File: src/rtl/mem_access_ctrl.sv
// MEM-stage access controller: a 16-line direct-mapped write-back cache, one word per line,
// that stalls the pipeline through lock while it writes back a dirty victim and refills from main memory.
module mem_access_ctrl (
  input  logic        clk,
  input  logic        rst_b,
  input  logic        req_valid,
  input  logic        req_we,
  input  logic        req_is_word,
  input  logic [31:0] req_addr,
  input  logic [31:0] req_wdata,
  output logic [31:0] load_data,
  output logic        lock,
  output logic        mem_req,
  output logic        mem_we,
  output logic [31:0] mem_addr,
  output logic [31:0] mem_wdata,
  input  logic [31:0] mem_rdata,
  input  logic        mem_ready
);

  localparam logic [1:0] IDLE      = 2'd0;
  localparam logic [1:0] WRITEBACK = 2'd1;
  localparam logic [1:0] REFILL    = 2'd2;

  logic [1:0]  state_q, state_d;
  logic [15:0] valid_q, valid_d;
  logic [15:0] dirty_q, dirty_d;
  logic [25:0] tag_q  [16];
  logic [31:0] data_q [16];

  logic [3:0]  idx;
  logic [25:0] req_tag;
  logic [31:0] line;
  logic [7:0]  lane_byte;
  logic [31:0] store_word;
  logic        hit;
  logic        line_we;
  logic [31:0] line_wdata;

  assign idx     = req_addr[5:2];
  assign req_tag = req_addr[31:6];
  assign line    = data_q[idx];
  assign hit     = req_valid && valid_q[idx] && (tag_q[idx] == req_tag);

  // Byte lanes are little-endian: offset 0 is bits [7:0].
  always_comb begin
    lane_byte  = line[{req_addr[1:0], 3'b000} +: 8];
    load_data  = req_is_word ? line : {{24{lane_byte[7]}}, lane_byte};
    store_word = line;
    if (req_is_word) store_word = req_wdata;
    else             store_word[{req_addr[1:0], 3'b000} +: 8] = req_wdata[7:0];
  end

  // NOTE: every output and next-state signal gets a default first so no path infers a latch.
  always_comb begin
    state_d    = state_q;
    valid_d    = valid_q;
    dirty_d    = dirty_q;
    line_we    = 1'b0;
    line_wdata = store_word;
    lock       = 1'b0;
    mem_req    = 1'b0;
    mem_we     = 1'b0;
    mem_addr   = '0;
    mem_wdata  = '0;
    case (state_q)
      IDLE: begin
        if (req_valid) begin
          if (hit) begin
            if (req_we) begin
              line_we      = 1'b1;
              dirty_d[idx] = 1'b1;
            end
          end else begin
            lock    = 1'b1;
            state_d = (valid_q[idx] && dirty_q[idx]) ? WRITEBACK : REFILL;
          end
        end
      end
      WRITEBACK: begin
        lock      = 1'b1;
        mem_req   = 1'b1;
        mem_we    = 1'b1;
        mem_addr  = {tag_q[idx], idx, 2'b00};
        mem_wdata = line;
        if (mem_ready) begin
          dirty_d[idx] = 1'b0;
          state_d      = REFILL;
        end
      end
      REFILL: begin
        lock     = 1'b1;
        mem_req  = 1'b1;
        mem_addr = {req_addr[31:2], 2'b00};
        if (mem_ready) begin
          line_we      = 1'b1;
          line_wdata   = mem_rdata;
          valid_d[idx] = 1'b1;
          dirty_d[idx] = 1'b0;
          state_d      = IDLE;
        end
      end
      default: state_d = IDLE;
    endcase
  end

  always_ff @(posedge clk) begin
    if (rst_b) begin
      state_q <= IDLE;
      valid_q <= '0;
      dirty_q <= '0;
    end else begin
      state_q <= state_d;
      valid_q <= valid_d;
      dirty_q <= dirty_d;
    end
  end

  // NOTE: tag and data arrays are deliberately not reset; cleared valid bits hide their contents.
  always_ff @(posedge clk) begin
    if (!rst_b && line_we) begin
      tag_q[idx]  <= req_tag;
      data_q[idx] <= line_wdata;
    end
  end

endmodule

File: config.mk
export PLATFORM = sky130hd
export DESIGN_NAME = mem_access_ctrl
export DESIGN_NICKNAME = d
export VERILOG_FILES = /design/src/rtl/mem_access_ctrl.sv
export SDC_FILE = /design/constraint.sdc
export NUM_CORES = 1
export LEC_CHECK = 0
export BUFFER_PORTS_ARGS = -buffer_cell sky130_fd_sc_hd__buf_2
export CAP_MARGIN = 30
export CELL_PAD_IN_SITES_DETAIL_PLACEMENT = 0
export CELL_PAD_IN_SITES_GLOBAL_PLACEMENT = 1
export CORE_MARGIN = 5
export CORE_UTILIZATION = 24
export DETAILED_ROUTE_END_ITERATION = 7
export GPL_TIMING_DRIVEN = 0
export PLACE_DENSITY_LB_ADDON = 0.1
export SETUP_SLACK_MARGIN = 0.05
export SYNTH_ARGS = -nofsm -noshare
export SYNTH_HDL_FRONTEND = slang
export SYNTH_SLANG_ARGS = --single-unit
File: constraint.sdc
create_clock -name clk -period 8.03 [get_ports clk]
set_clock_uncertainty 0.1 [all_clocks]
set_input_delay 1.2045 -clock clk [delete_from_list [all_inputs] [get_ports clk]]
set_output_delay 1.2045 -clock clk [all_outputs]
set_load 0.005 [all_outputs]
==> results of run 1 <==
[flip-flops by register name, summed over array words and instances (netlist names), named ones only]
signal / cells
state_q: 2
valid_q: 16
data_q: 512
tag_q: 416
[synthesized netlist by cell type (all sizes together), types with 4 or more instances]
master | n | area, um2
edfxtp | 928 | 27870
and3 | 4 | 25.02
a41oi | 7 | 61.31
a221o | 24 | 240.2
nor2 | 39 | 146.4
a22o | 5 | 43.79
nand3 | 16 | 80.08
nor3 | 33 | 165.2
mux2 | 18 | 202.7
dfxtp | 34 | 680.7
xnor2 | 14 | 122.6
nor2b | 27 | 168.9
mux4 | 244 | 5495
nand2b | 6 | 37.54
a211o | 4 | 35.03
o21ai | 83 | 415.4
clkbuf | 69 | 260.2
a21oi | 44 | 224.0
and2 | 47 | 294.0
buf | 64 | 375.4
ha | 9 | 112.6
nand2 | 150 | 563.0
o22ai | 19 | 118.9
inv | 20 | 75.07
a32oi | 6 | 52.55
xor2 | 8 | 70.07
a22oi | 37 | 277.8
a31oi | 4 | 25.02
nand4 | 8 | 50.05
o311ai | 4 | 35.04
clkinv | 5 | 18.77
nor4 | 8 | 50.05
a21boi | 5 | 37.54
mux2i | 83 | 830.8
a211oi | 20 | 200.2
[kinds of logic after synthesis]
kind of cell | Yosys count | share of synthesized area
buf+inv | 158 | 0.01835
compound gates | 282 | 0.04902
fa+ha+maj | 9 | 0.002833
mux | 345 | 0.1643
xor+xnor | 22 | 0.004848
other cells | 1 | 0.00009436
flops | 962 | 0.7183
simple gates | 348 | 0.04228
[power breakdown]
part           switching, mW  leakage [nW]  internal (mW)
Combinational          0.654          5.96          0.337
Clock                   2.08          1.74           2.84
Sequential           0.00415          8.63           5.60
Total                   2.74          16.3           8.77
[layout make-up]
type,count,area [um2]
clock inverters,73,636.9
multi-input cells,1008,10560
flip-flops and latches,962,28550
plain buffers,133,636.9
well taps,2189,2739
fillers,16400,115300
diodes,3,7.507
inverters,25,93.84
clock buffers,140,2918
repair buffers,394,3373
[worst max-delay path: cells and delay by family]
family | cells | cell delay, ps
and+or+nand+nor | 4 | 1990
xor gates and xnor gates | 1 | 120
buffers and inverters | 11 | 3130
AOI/OAI and AO/OA | 2 | 700
muxes | 2 | 710
[worst paths after layout]
check	start	to	slack, ps	depth (start not counted)
max	req_addr[3]	tag_q[3][4]	420	20
min	valid_q[15]	valid_q[15]	370	2
max reg2reg	tag_q[7][15]	tag_q[3][4]	1850	17
min reg2reg	valid_q[15]	valid_q[15]	370	2
[layer usage]
metal,up-vias,share of wire
met1,12394,0.43
met3,143,0.038
met4,4,0.016
met2,604,0.51
met5,-,0.00023
li1,9783,-
==> results.md, run 1 <==
* Status: completed
* Post-CTS setup buffer count at 0
* Clk sinks at a little under 1,000
* RSZ-0062 raised after global routing: false
* Clock Latency Late Sink at about 720 ps
* Final non-filler cell total at between 4,000 and 5,000
* DR iter-0 viols at around 1,700
* Worst Path Arrival at 7920 ps
* Congestion Overflow GR at 0
* Ports at ~200
* Rel. slew slack at 0.3588
* Initial antenna violation count at 6
* Crit path kind: in2reg
* NumNets Final at about 2,700
* Commonest non-fill, non-tap cell in the layout: edfxtp_1
* CP Capture Type: flop
* Total GRT Usage at 0.1653
* Synth Register Bits at between 900 and 1,000
* Max Slew Vio Count at 0
* Die Area at between 150,000 and 200,000 um2
* Die H at roughly 420 um
* Peak Freq at ~130 MHz
* WL/cell at 29.70 um
* Tot Pwr at about 12 mW
* Row cnt at between 100 and 150
* Maximum clock path buffer count at 3
* Asr flop ratio synth at 0
* Setup ws final at between 400 and 500 ps
* Final Hold Vio Count at 0
* CP Cell Sequence: buf_2, buf_2, clkbuf_1, mux4_2, mux2i_1, xnor2_1, nor4_1, nand4_1, a2111oi_2, buf_4, nor3b_2, a31oi_1, buf_4, buf_2, nor3_2, buf_8, buf_6, buf_6, buf_6, buf_6
* Startpoint types: input pin
* Worst VDD drop at between 150 and 200 uV
* Syn Area/Cell at roughly 19 um2
* Critical Path Slowest Stage Cell: clkbuf_1
* Endpoints failing setup at 0
* Final hold slack at about 370 ps
* CTS resizes at 0
* Core Footprint at around 160,000 um2
* P&R area growth vs syn at 24.58%
* Cells after DPL at about 4,700
* Yosys cell types at a little under 70
* CTS buffer count at 112
* GRT met1 Usage at 0.2143
* Clk slew on worst S/H paths at ~50 ps
* Starting density of the core at 0.2412
* Worst-margin pin slew at between 900 and 1000 ps
* Design area at ~50,000 um2
* Max cap viols at 0
* Routed via count at 22,928
* Gpl congestion at 0.8107
* Mapped Cells at 2,127
* Vias per cell at ~4.7
* Ys flop type: edfxtp_1
* Period utilisation layout at 0.9473
* TritonCTS clock tree: built
* H-tree depth at 3
* Register area share after synthesis at 0.7183
* Tmin final at 7606 ps
* Crit-path max FO at 10
* Most used cell, CP: buf_6
* EDFF count, synth at 928
* Setup tns final at 0 ps
* Setup WS pre-CTS at -555.5 ps
* DRT Pass-1 Iters at 7
* Cts hold-fix bufs at 0
* Hold crit path type: reg2reg
* Root buf cell: clkbuf_16
* Antenna viol nets, final at 0
* Leakage at 16.33 nW
* CP required at around 8300 ps
* Pwr Density at between 200 and 250 nW/um2
* Final core utilization at 0.3004
* CP peak stage delay at slightly above 700 ps
* Largest net degree at the start of global routing at 24
* Synth Warn # at 0
* Die W at between 400 and 500 um
* Grt met3 use at 0.02586
* Busiest grt layer: met2
* M2 GR Usage at 0.2958
* Commonest cells after routing, fill and taps aside: edfxtp_1, mux4_2, buf_2, nand2_1, buf_6
* Number of port buffers at slightly below 200
* Share of layout cells above drive strength 1 at 0.3287
* Vias in the first global route at roughly 24,000
* DP Area at about 46,000 um2
* Cell Area, Synth at 39,740 um2
* DR DRC count at 0
* First-pass GRT wire length at 202.1 mm
* Final HPWL DP at approximately 110 mm
* WL final at around 150 mm
(Power assumes the default switching activity.)
==> run 2, diff against run 1 <==
--- a/config.mk
+++ b/config.mk
@@ -9,6 +9,7 @@
 export CAP_MARGIN = 30
 export CELL_PAD_IN_SITES_DETAIL_PLACEMENT = 0
 export CELL_PAD_IN_SITES_GLOBAL_PLACEMENT = 1
+export CORE_ASPECT_RATIO = 1.4
 export CORE_MARGIN = 5
 export CORE_UTILIZATION = 24
 export DETAILED_ROUTE_END_ITERATION = 7
==> run 2 against run 1 <==
Combinational power shrank 2.1%. Sequential share of layout area up 0.35 points. Setup slack lost 82 ps. Routed wire length down 2.2%. Hold slack lost 7.0 ps. Sequential power hardly changed. First-iteration DRC count down 7.3%. Total power down 1.3%. Die area is essentially flat.
==> results.md, run 2 (synthesis results as in run 1) <==
* Core Footprint at around 160,000 um2
* Worst VDD drop at between 150 and 200 uV
* Crit-path max FO at 10
* Hold path start: valid_q[8]
* WL final at between 100 and 150 mm
* Row cnt at ~180
* Maximum clock path buffer count at 3
* Worst Path Arrival at approximately 8000 ps
* Largest net degree at the start of global routing at 24
* CP Cell Sequence: buf_2, buf_2, buf_2, mux4_2, mux2i_1, o22ai_1, nor4b_1, nand4_1, a2111oi_2, nor3b_2, a31oi_2, buf_2, nor3_2, buf_6, buf_6, buf_6, buf_6, buf_6
* CP peak stage delay at 760 ps
* Reg-to-reg startpoint: tag_q[7][19]
* Critical Path Slowest Stage Cell: a2111oi_2
* Peak Freq at approximately 130 MHz
* Crit path kind: in2reg
* Gpl congestion at roughly 0.80
* Final HPWL DP at between 100 and 150 mm
* Combinational power share at 0.085
* Endpoints failing setup at 0
* Antenna viol nets, final at 0
* RSZ-0062 raised after global routing: false
* Die H at about 500 um
* NumNets Final at roughly 2,700
* Tot Pwr at ~11 mW
* Tmin final at about 7700 ps
* Clock Latency Late Sink at about 700 ps
* Starting density of the core at 0.2416
* Vias per cell at 4.678
* Clk slew on worst S/H paths at roughly 60 ps
* Final Hold Vio Count at 0
* Clock Power Share at 0.422
* Most used cell, CP: buf_6
* CP Launch Point: req_addr[3]
* Period utilisation layout at 0.9575
* Max reg flops at slightly above 500
* Register share of total power at 0.493
* Commonest cells after routing, fill and taps aside: edfxtp_1, mux4_2, buf_2, nand2_1, buf_6
* Pwr Density at between 200 and 250 nW/um2
* DR DRC count at 0
* Sw Pwr at 2.640 mW
* CTS buffer count at between 100 and 150
* Congestion Overflow GR at 0
* Status: completed
* Initial antenna violation count at 5
* TritonCTS clock tree: built
* Vias in the first global route at around 24,000
* Worst-margin pin slew at around 1000 ps
* P&R area growth vs syn at 23.83%
* Total GRT Usage at 0.1614
* Int Power at 8.725 mW
* Max cap viols at 0
* H-tree depth at 3
* DR iter-0 viols at around 1,600
* Cts hold-fix bufs at 0
* CP Capture Type: flop
* Leakage at between 15 and 20 nW
* Final hold slack at between 300 and 400 ps
* Ports at about 200
* Die Area at about 170,000 um2
* Number of port buffers at around 200
* Die W at 353.9 um
* Clk sinks at slightly below 1,000
* Startpoint types: input pin
* Share of layout cells above drive strength 1 at 0.3262
* Switching Share at 0.2323
* Max Slew Vio Count at 0
* CP required at about 8300 ps
* Post-CTS setup buffer count at 0
* Hold crit path type: reg2reg
* DRT Pass-1 Iters at 6
* CTS resizes at 0
* WL/cell at 29.56 um
* Largest registers: data_q (512), tag_q (416), valid_q (16)
* Rel. slew slack at 0.3357
* Biggest register: data_q
* First-pass GRT wire length at ~200 mm
* Routed via count at 22,647
* Root buf cell: clkbuf_16
* Commonest non-fill, non-tap cell in the layout: edfxtp_1
==> run 2: cell count changes in the layout (fill, tap and decap cells not counted), sizes merged <==
cell      delta
diode        -2
clkinv      -14
clkinvlp     +2
clkbuf      -14
bufinv       +4
inv          -4
buf          -5
==> run 2: layer usage <==
layer | wire length, um | track usage | vias to the layer above | share of wire
li1 | - | - | 9719 | -
met1 | 58730 | 0.1989 | 12096 | 0.41
met2 | 75300 | 0.2968 | 656 | 0.53
met3 | 5613 | 0.02148 | 172 | 0.039
met4 | 3418 | 0.04293 | 4 | 0.024
met5 | 19 | 0 | - | 0.00013
==> run 2: worst max-delay path: cells and delay by family <==
family / cells / cell delay, ps
buffers and inverters: 9 / 2420
and+or+nand+nor: 4 / 1750
AOI/OAI and AO/OA: 3 / 1470
muxes: 2 / 1090
==> run 2: layout make-up <==
class	instances	area, um2
buffer	133	635.6
timing repair buffer	390	3332
multi-input combinational	1008	10570
fill	16188	115300
inverter	25	93.84
clock inverter	61	610.6
tap	2136	2673
antenna	1	2.502
clock buffer	125	2745
sequential	962	28550
==> run 2: through the flow <==
stage	utilization	worst slack, ps	setup TNS [ps]	std cells	instance area, um2
finish	0.2992	341.4	0	4841	49210
global route	0.2992	223.9	0	4840	49210
CTS	0.2989	62.79	0	4836	49170
detailed placement	0.2785	-722.0	-47470	4650	45820
global placement	0.2638	-11750	-9063220	4459	43400
floorplan	-	-559.3	-359390	2128	39750
==> run 2: path summary, 6_finish.rpt <==
path / endpoint / slack (ps) / depth (start not counted)
max reg2reg: data_q[13][16] / 1650 / 15
max: data_q[13][16] / 340 / 18
min: valid_q[8] / 370 / 2
min reg2reg: valid_q[8] / 370 / 2
==> run 2: power groups by stage <==
stage	registers (mW)	clock network, mW	logic (mW)
floorplan	5.71	0	0.475
finish	5.60	4.80	0.970
detailed placement	5.71	0	0.988
global route	5.60	5.15	1.04
global placement	5.72	0	0.910
CTS	5.60	4.95	0.991
